### src/rtl/check_node_minsum_serial.sv
// Serial min-sum LDPC check node: collects DEG LLRs, then emits DEG extrinsic messages one per out handshake.
// Output valid 1 cycle after last input; in_ready low while emitting, outputs hold under out_ready stall; CNODE_HALF_SCALE_EN halves output magnitudes.
module check_node_minsum_serial #(
  parameter int DEG = 6
) (
  input  logic        clk,
  input  logic        rst_n,
  input  logic        in_valid,
  output logic        in_ready,
  input  logic [31:0] in_data,
  output logic        out_valid,
  input  logic        out_ready,
  output logic [31:0] out_data,
  output logic        out_last
);

  localparam int CW = (DEG > 1) ? $clog2(DEG) : 1;
  localparam logic [30:0]   MAG_INF  = 31'h7F80_0000;
  localparam logic [CW-1:0] CNT_LAST = CW'(DEG - 1);

  typedef enum logic {COLLECT = 1'b0, EMIT = 1'b1} state_t;

  state_t           state_q, state_d;
  logic [CW-1:0]    cnt_q, cnt_d;
  logic [CW-1:0]    idx1_q, idx1_d;
  logic [30:0]      min1_q, min1_d;
  logic [30:0]      min2_q, min2_d;
  logic             parity_q, parity_d;
  logic [DEG-1:0]   sign_q, sign_d;

  logic        in_fire;
  logic        out_fire;
  logic [30:0] in_mag;
  logic [30:0] sel_mag;
  logic [30:0] out_mag;

  always_comb begin
    state_d  = state_q;
    cnt_d    = cnt_q;
    idx1_d   = idx1_q;
    min1_d   = min1_q;
    min2_d   = min2_q;
    parity_d = parity_q;
    sign_d   = sign_q;

    in_ready  = (state_q == COLLECT);
    out_valid = (state_q == EMIT);
    in_fire   = in_valid && in_ready;
    out_fire  = out_valid && out_ready;
    in_mag    = in_data[30:0];

    case (state_q)
      COLLECT: begin
        if (in_fire) begin
          sign_d[cnt_q] = in_data[31];
          parity_d      = parity_q ^ in_data[31];
          // Strict compare: an equal magnitude never displaces the earlier min1.
          if (in_mag < min1_q) begin
            min2_d = min1_q;
            min1_d = in_mag;
            idx1_d = cnt_q;
          end else if (in_mag < min2_q) begin
            min2_d = in_mag;
          end
          if (cnt_q == CNT_LAST) begin
            cnt_d   = '0;
            state_d = EMIT;
          end else begin
            cnt_d = cnt_q + CW'(1);
          end
        end
      end
      EMIT: begin
        if (out_fire) begin
          if (cnt_q == CNT_LAST) begin
            cnt_d    = '0;
            state_d  = COLLECT;
            min1_d   = MAG_INF;
            min2_d   = MAG_INF;
            idx1_d   = '0;
            parity_d = 1'b0;
          end else begin
            cnt_d = cnt_q + CW'(1);
          end
        end
      end
      default: state_d = COLLECT;
    endcase

    // Each edge gets the minimum over the other edges: min2 for the minimum's own edge.
    sel_mag = (cnt_q == idx1_q) ? min2_q : min1_q;
`ifdef CNODE_HALF_SCALE_EN
    if (sel_mag[30:23] == 8'hFF) begin
      out_mag = sel_mag;
    end else if (sel_mag[30:23] <= 8'd1) begin
      out_mag = '0;
    end else begin
      out_mag = {sel_mag[30:23] - 8'd1, sel_mag[22:0]};
    end
`else
    out_mag = sel_mag;
`endif
    out_data = out_valid ? {parity_q ^ sign_q[cnt_q], out_mag} : 32'h0;
    out_last = out_valid && (cnt_q == CNT_LAST);
  end

  always_ff @(posedge clk or negedge rst_n) begin
    if (!rst_n) begin
      state_q  <= COLLECT;
      cnt_q    <= '0;
      idx1_q   <= '0;
      min1_q   <= MAG_INF;
      min2_q   <= MAG_INF;
      parity_q <= 1'b0;
      sign_q   <= '0;
    end else begin
      state_q  <= state_d;
      cnt_q    <= cnt_d;
      idx1_q   <= idx1_d;
      min1_q   <= min1_d;
      min2_q   <= min2_d;
      parity_q <= parity_d;
      sign_q   <= sign_d;
    end
  end

endmodule
### config.mk
export PLATFORM = sky130hd
export DESIGN_NAME = check_node_minsum_serial
export DESIGN_NICKNAME = d
export VERILOG_FILES = /design/src/rtl/check_node_minsum_serial.sv
export SDC_FILE = /design/constraint.sdc
export NUM_CORES = 1
export LEC_CHECK = 0
export ABC_AREA = 1
export BUFFER_PORTS_ARGS = -buffer_cell sky130_fd_sc_hd__buf_4
export CAP_MARGIN = 20
export CORE_ASPECT_RATIO = 1.2
export CORE_MARGIN = 2
export CORE_UTILIZATION = 55
export CTS_BUF_LIST = sky130_fd_sc_hd__clkbuf_8
export DETAILED_ROUTE_END_ITERATION = 10
export GPL_ROUTABILITY_DRIVEN = 0
export PLACE_DENSITY = 0.79
export SYNTH_ARGS = -nofsm -noshare
export SYNTH_HDL_FRONTEND = slang
export SYNTH_SLANG_ARGS = --single-unit
### constraint.sdc
create_clock -name clk -period 2.2 [get_ports clk]
set_clock_uncertainty 0.2 [all_clocks]
set_input_delay 0.66 -clock clk [delete_from_list [all_inputs] [get_ports clk]]
set_output_delay 0.66 -clock clk [all_outputs]
set_load 0.1 [all_outputs]
==> results.py, run 1 <==
metrics = {
    "synthesis": {
        "yosysMostFrequentCell": "nand2_1",
        "synth_cell_types": 32,
        "ys.warnings.count": 0,
        "synth_compound_area_share_pct": 12.1,
        "netlist_area_sq_um": 5810,
        "synth_common_cells": "nand2_1 (257), inv_1 (112), nor2_1 (76), o21ai_0 (76), nand3_1 (61)",
        "synthXorXnorAreaFrac_pct": 0.603,
        "synth_seq_cells": 76,
        "syn_nets": 949,
        "yosys.area.top_type": "dfrtp_1",
        "synthCells": 853,
        "synth_top_family_by_area": "simple AND/OR/NAND/NOR gates",
        "synth.area.top_cells": "dfrtp_1 (26%), nand2_1 (17%), ha_1 (13%)",
        "synth-simple-area-share_pct": 30.2,
        "synthMuxAreaShare_pct": 0,
        "synth-async-reset-ratio_pct": 100,
        "dominantRegCellSynth": "dfrtp_1",
        "avgSynthCellArea_sq_um": 6.81,
        "synth_adder_area_share_pct": 12.9,
        "ys_seq_area_share_pct": 33.1,
        "synth_edf_count": 0,
        "synth_top_area_share_pct": 25.9,
    },
    "clocking": {
        "cts_root_buf": "clkbuf_8",
        "cts-buffers-inserted": 9,
        "cts_sinks": 76,
        "cts-htree-levels": 3,
        "cts_buffer_depth": 2,
        "hold_buffers": 0,
    },
    "timing": {
        "worst-ep-kind": "output port",
        "crit_endpoint": "out_data[23]",
    },
    "floorplan": {
        "die_w_um": 97.8,
        "start_util_pct": 55.8,
        "io_pins": 71,
        "dieHeight_um": 117,
        "rows": 41,
    },
    "global_route": {
        "grt_max_degree": 33,
    },
    "placement": {
        "portBuffers": 70,
        "placedCellCount": 1141,
        "place.detailed.hpwl_mm": 12.6,
    },
    "outcome": {
        "haltStage": "global routing",
        "error_line": "[ERROR DPL-0038] Utilization greater than 100%, impossible to legalize",
        "status": "stopped before the end",
    },
}
==> timing repair <==
item / in CTS
cloned: 20
gates resized for setup: 294
setup endpoints to repair: 99
hold endpoints to repair: 0
buffers inserted: 20
pin swaps: 46
==> logic make-up after synthesis <==
kind of cell,count (synthesis)
AND/OR/NAND/NOR,418
buffers and inverters,157
AO/OA/AOI/OAI,138
flip-flops,76
adder cells (fa/ha/maj),60
XOR/XNOR,4
==> metrics by stage <==
| stage | hold slack (ns) | setup slack (ns) | instance area (sq um) | setup TNS [ns] |
|---|---|---|---|---|
| after CTS | 0.00763 | -0.523 | 9980 | -37.68 |
| after detailed placement | 0.287 | -0.790 | 7940 | -53.14 |
| after global placement | 0.271 | -0.688 | 7940 | -47.97 |
| after floorplan | 0.164 | -0.303 | 6490 | -22.53 |
==> inputs of run 2 (changes only) <==
--- a/config.mk
+++ b/config.mk
@@ -8,13 +8,11 @@
 export ABC_AREA = 1
 export BUFFER_PORTS_ARGS = -buffer_cell sky130_fd_sc_hd__buf_4
 export CAP_MARGIN = 20
-export CORE_ASPECT_RATIO = 1.2
 export CORE_MARGIN = 2
-export CORE_UTILIZATION = 55
-export CTS_BUF_LIST = sky130_fd_sc_hd__clkbuf_8
+export CORE_UTILIZATION = 40
 export DETAILED_ROUTE_END_ITERATION = 10
 export GPL_ROUTABILITY_DRIVEN = 0
-export PLACE_DENSITY = 0.79
+export PLACE_DENSITY_LB_ADDON = 0.15
 export SYNTH_ARGS = -nofsm -noshare
 export SYNTH_HDL_FRONTEND = slang
 export SYNTH_SLANG_ARGS = --single-unit
==> constraint.sdc (replaced) <==
create_clock -name clk -period 2.9 [get_ports clk]
set_clock_uncertainty 0.2 [all_clocks]
set_input_delay 0.87 -clock clk [delete_from_list [all_inputs] [get_ports clk]]
set_output_delay 0.87 -clock clk [all_outputs]
set_load 0.1 [all_outputs]
==> results.py, run 2 <==
metrics = {
    "placement": {
        "place.detailed.hpwl_mm": 11.0,
        "portBuffers": 70,
    },
    "synthesis": {
        "netlist_area_sq_um": 5810,
        "synth_edf_count": 0,
        "synth-async-reset-ratio_pct": 100,
        "dominantRegCellSynth": "dfrtp_1",
        "avgSynthCellArea_sq_um": 6.81,
        "synth_seq_cells": 76,
        "synth_top_area_share_pct": 25.9,
        "synthCells": 853,
        "yosys.area.top_type": "dfrtp_1",
        "syn_nets": 949,
        "yosysMostFrequentCell": "nand2_1",
        "synth_common_cells": "nand2_1 (257), inv_1 (112), nor2_1 (76), o21ai_0 (76), nand3_1 (61)",
        "ys.warnings.count": 0,
        "ys_seq_area_share_pct": 33.1,
        "synth.area.top_cells": "dfrtp_1 (26%), nand2_1 (17%), ha_1 (13%)",
        "synth_cell_types": 32,
    },
    "critical_path": {
        "worstRegToRegCells": 16,
        "crit_arrival_ns": 1.84,
        "slowest_stage": "dfrtp_1",
        "path_class": "reg -> out",
        "rr_endpoint": "min2_q[1]",
        "critPathMaxStageDelay_ns": 0.41,
        "r2r_start": "min1_q[30]",
        "crit_path_frequent_cell": "buf_6",
        "path_cells": "buf_6 -> inv_8 -> nor2_8 -> a22oi_2 -> nand3_1 -> nand2_1 -> nand2_2 -> buf_6 -> a21oi_4 -> buf_12",
        "cp_max_fo": 4,
        "cp-start-kind": "register",
        "ff2ff_setup_slack_ns": 0.23,
        "cp.buffers_inverters": 4,
        "end_kind": "output port",
        "critPathRequiredTime_ns": 1.83,
        "crit_family": "buffers and inverters",
    },
    "floorplan": {
        "start_util_pct": 40.4,
        "rows": 44,
        "dieHeight_um": 125,
        "core_area_sq_um": 14400,
        "die_w_um": 125,
        "io_pins": 71,
        "fp.dieArea_sq_um": 15500,
    },
    "drt": {
        "drtIter0Drc": 431,
        "wirelength_mm": 16.9,
        "vias": 5731,
        "ant_nets": 0,
        "wl_per_cell_um": 14.9,
        "vias_per_cell": 5.04,
        "dr.pass1.iters": 5,
        "drc": 0,
    },
    "clocking": {
        "cts_tree": "built",
        "cts_root_buf": "clkbuf_16",
        "cts-buffers-inserted": 9,
        "cts_buffer_depth": 2,
        "cts_sinks": 76,
        "clock_latency_ns": 0.35,
        "clk_pin_slew_worst_paths_ns": 0.06,
        "cts-htree-levels": 3,
    },
    "timing": {
        "worst_slack_ns": -0.0105,
        "hold_violations": 0,
        "min_period_ns": 2.91,
        "worstMarginPinSlew_ns": 0.700,
        "slew_viol_final": 0,
        "fmax_mhz": 344,
        "fin_tns_setup_ns": -0.0126,
        "setup_viol": 2,
        "layout_worst_path_cycle_share_pct": 100,
        "rsz0062_at_grt": "true",
        "max-slew-margin-rel_pct": 53.3,
    },
    "final_layout": {
        "reg_top3": "min1_q: 31 flops, min2_q: 31 flops, sign_q: 6 flops",
        "drive_above_1_share_pct": 25.7,
        "final_net_count": 1043,
        "multi_input_area_sq_um": 3970,
        "final_cell_mix": "nand2_1 (256), inv_1 (112), nor2_1 (75)",
        "diodes": 0,
        "seq_area_sq_um": 1930,
        "fillers": 1312,
        "final_common_cell": "nand2_1",
        "utilization_pct": 58.6,
        "synthToLayoutAreaGrowth_pct": 44.9,
    },
    "global_route": {
        "grt_max_degree": 59,
        "grt_pass1_wl_mm": 26.5,
        "grt.overflow.total": 0,
        "antenna_found_initial": 0,
        "track_usage_pct": 20.7,
        "grt_pass1_vias": 5366,
    },
    "outcome": {
        "failed_checks": "setup timing",
        "status": "finished, violations left",
    },
    "worst_hold_path": {
        "hold_class": "in -> async",
    },
    "flow_run": {
        "maxCapViolations": 0,
    },
}
run 2: cell counts after synthesis:
No cell type changed its count.
run 2: kinds of logic (layout without fill, tap and decap cells):
kind of cell               after synthesis  in the layout  share of synthesized area (%)
xor gates and xnor gates                 4              4                          0.603
DFF                                     76             76                           33.1
adders and majority gates               60             60                           12.9
AOI/OAI and AO/OA                      138            138                           12.1
buffers and inverters                  157            256                           11.1
and+or+nand+nor                        418            418                           30.2
run 2: how the worst max path moves through the flow:
stage | slack (ns) | to | startpoint | cells past startpoint
after floorplan | -0.05 | out_data[22] | cnt_q[1] | 6
after global placement | -0.05 | min2_q[6] | in_data[26] | 16
after detailed placement | -0.11 | min2_q[8] | in_data[26] | 16
after CTS | -0.04 | out_data[9] | cnt_q[1] | 6
after global routing | -0.08 | out_data[31] | cnt_q[0] | 10
final | -0.01 | out_data[31] | cnt_q[0] | 10
run 2: final cells by class:
type / count / share of cell area (%)
clock buffers: 13 / 2.85
clock inverters: 3 / 0.476
inverters: 116 / 5.26
multi-input cells: 620 / 47.1
flip-flops and latches: 76 / 22.9
well taps: 184 / 2.73
repair buffers: 124 / 18.7
run 2: per-stage QoR:
step	cell area (sq um)	setup slack [ns]	cells	hold slack, ns
5_1_grt	8420	-0.0833	1136	0.201
4_1_cts	7800	-0.0434	1124	0.196
6_report	8420	-0.0105	1136	0.198
3_5_place_dp	7140	-0.111	1106	0.284
2_1_floorplan	6190	-0.0525	853	0.254
3_3_place_gp	7140	-0.0473	1106	0.274
run 2: per-layer routing:
| metal | global-route usage (%) | up-vias | routed length (um) |
|---|---|---|---|
| met4 | 6.01 | 0 | 241 |
| met1 | 29.3 | 2691 | 7950 |
| li1 | - | 2902 | - |
| met2 | 33.5 | 121 | 8050 |
| met3 | 2.62 | 17 | 676 |
| met5 | 0 | - | 0 |
run 2: repair_timing:
action                                  CTS  global route
pin swaps                                 3             9
cloned                                    0             5
gates resized for setup                 124            79
endpoints found under the setup margin   32            33
hold endpoints to repair                  0             0
buffers inserted                          2             7
hold buffers                              0             0
Power of run 2 is left out: the tool's default activity adds up to more than one toggle a clock period on the data nets, which glitch-free logic cannot reach.
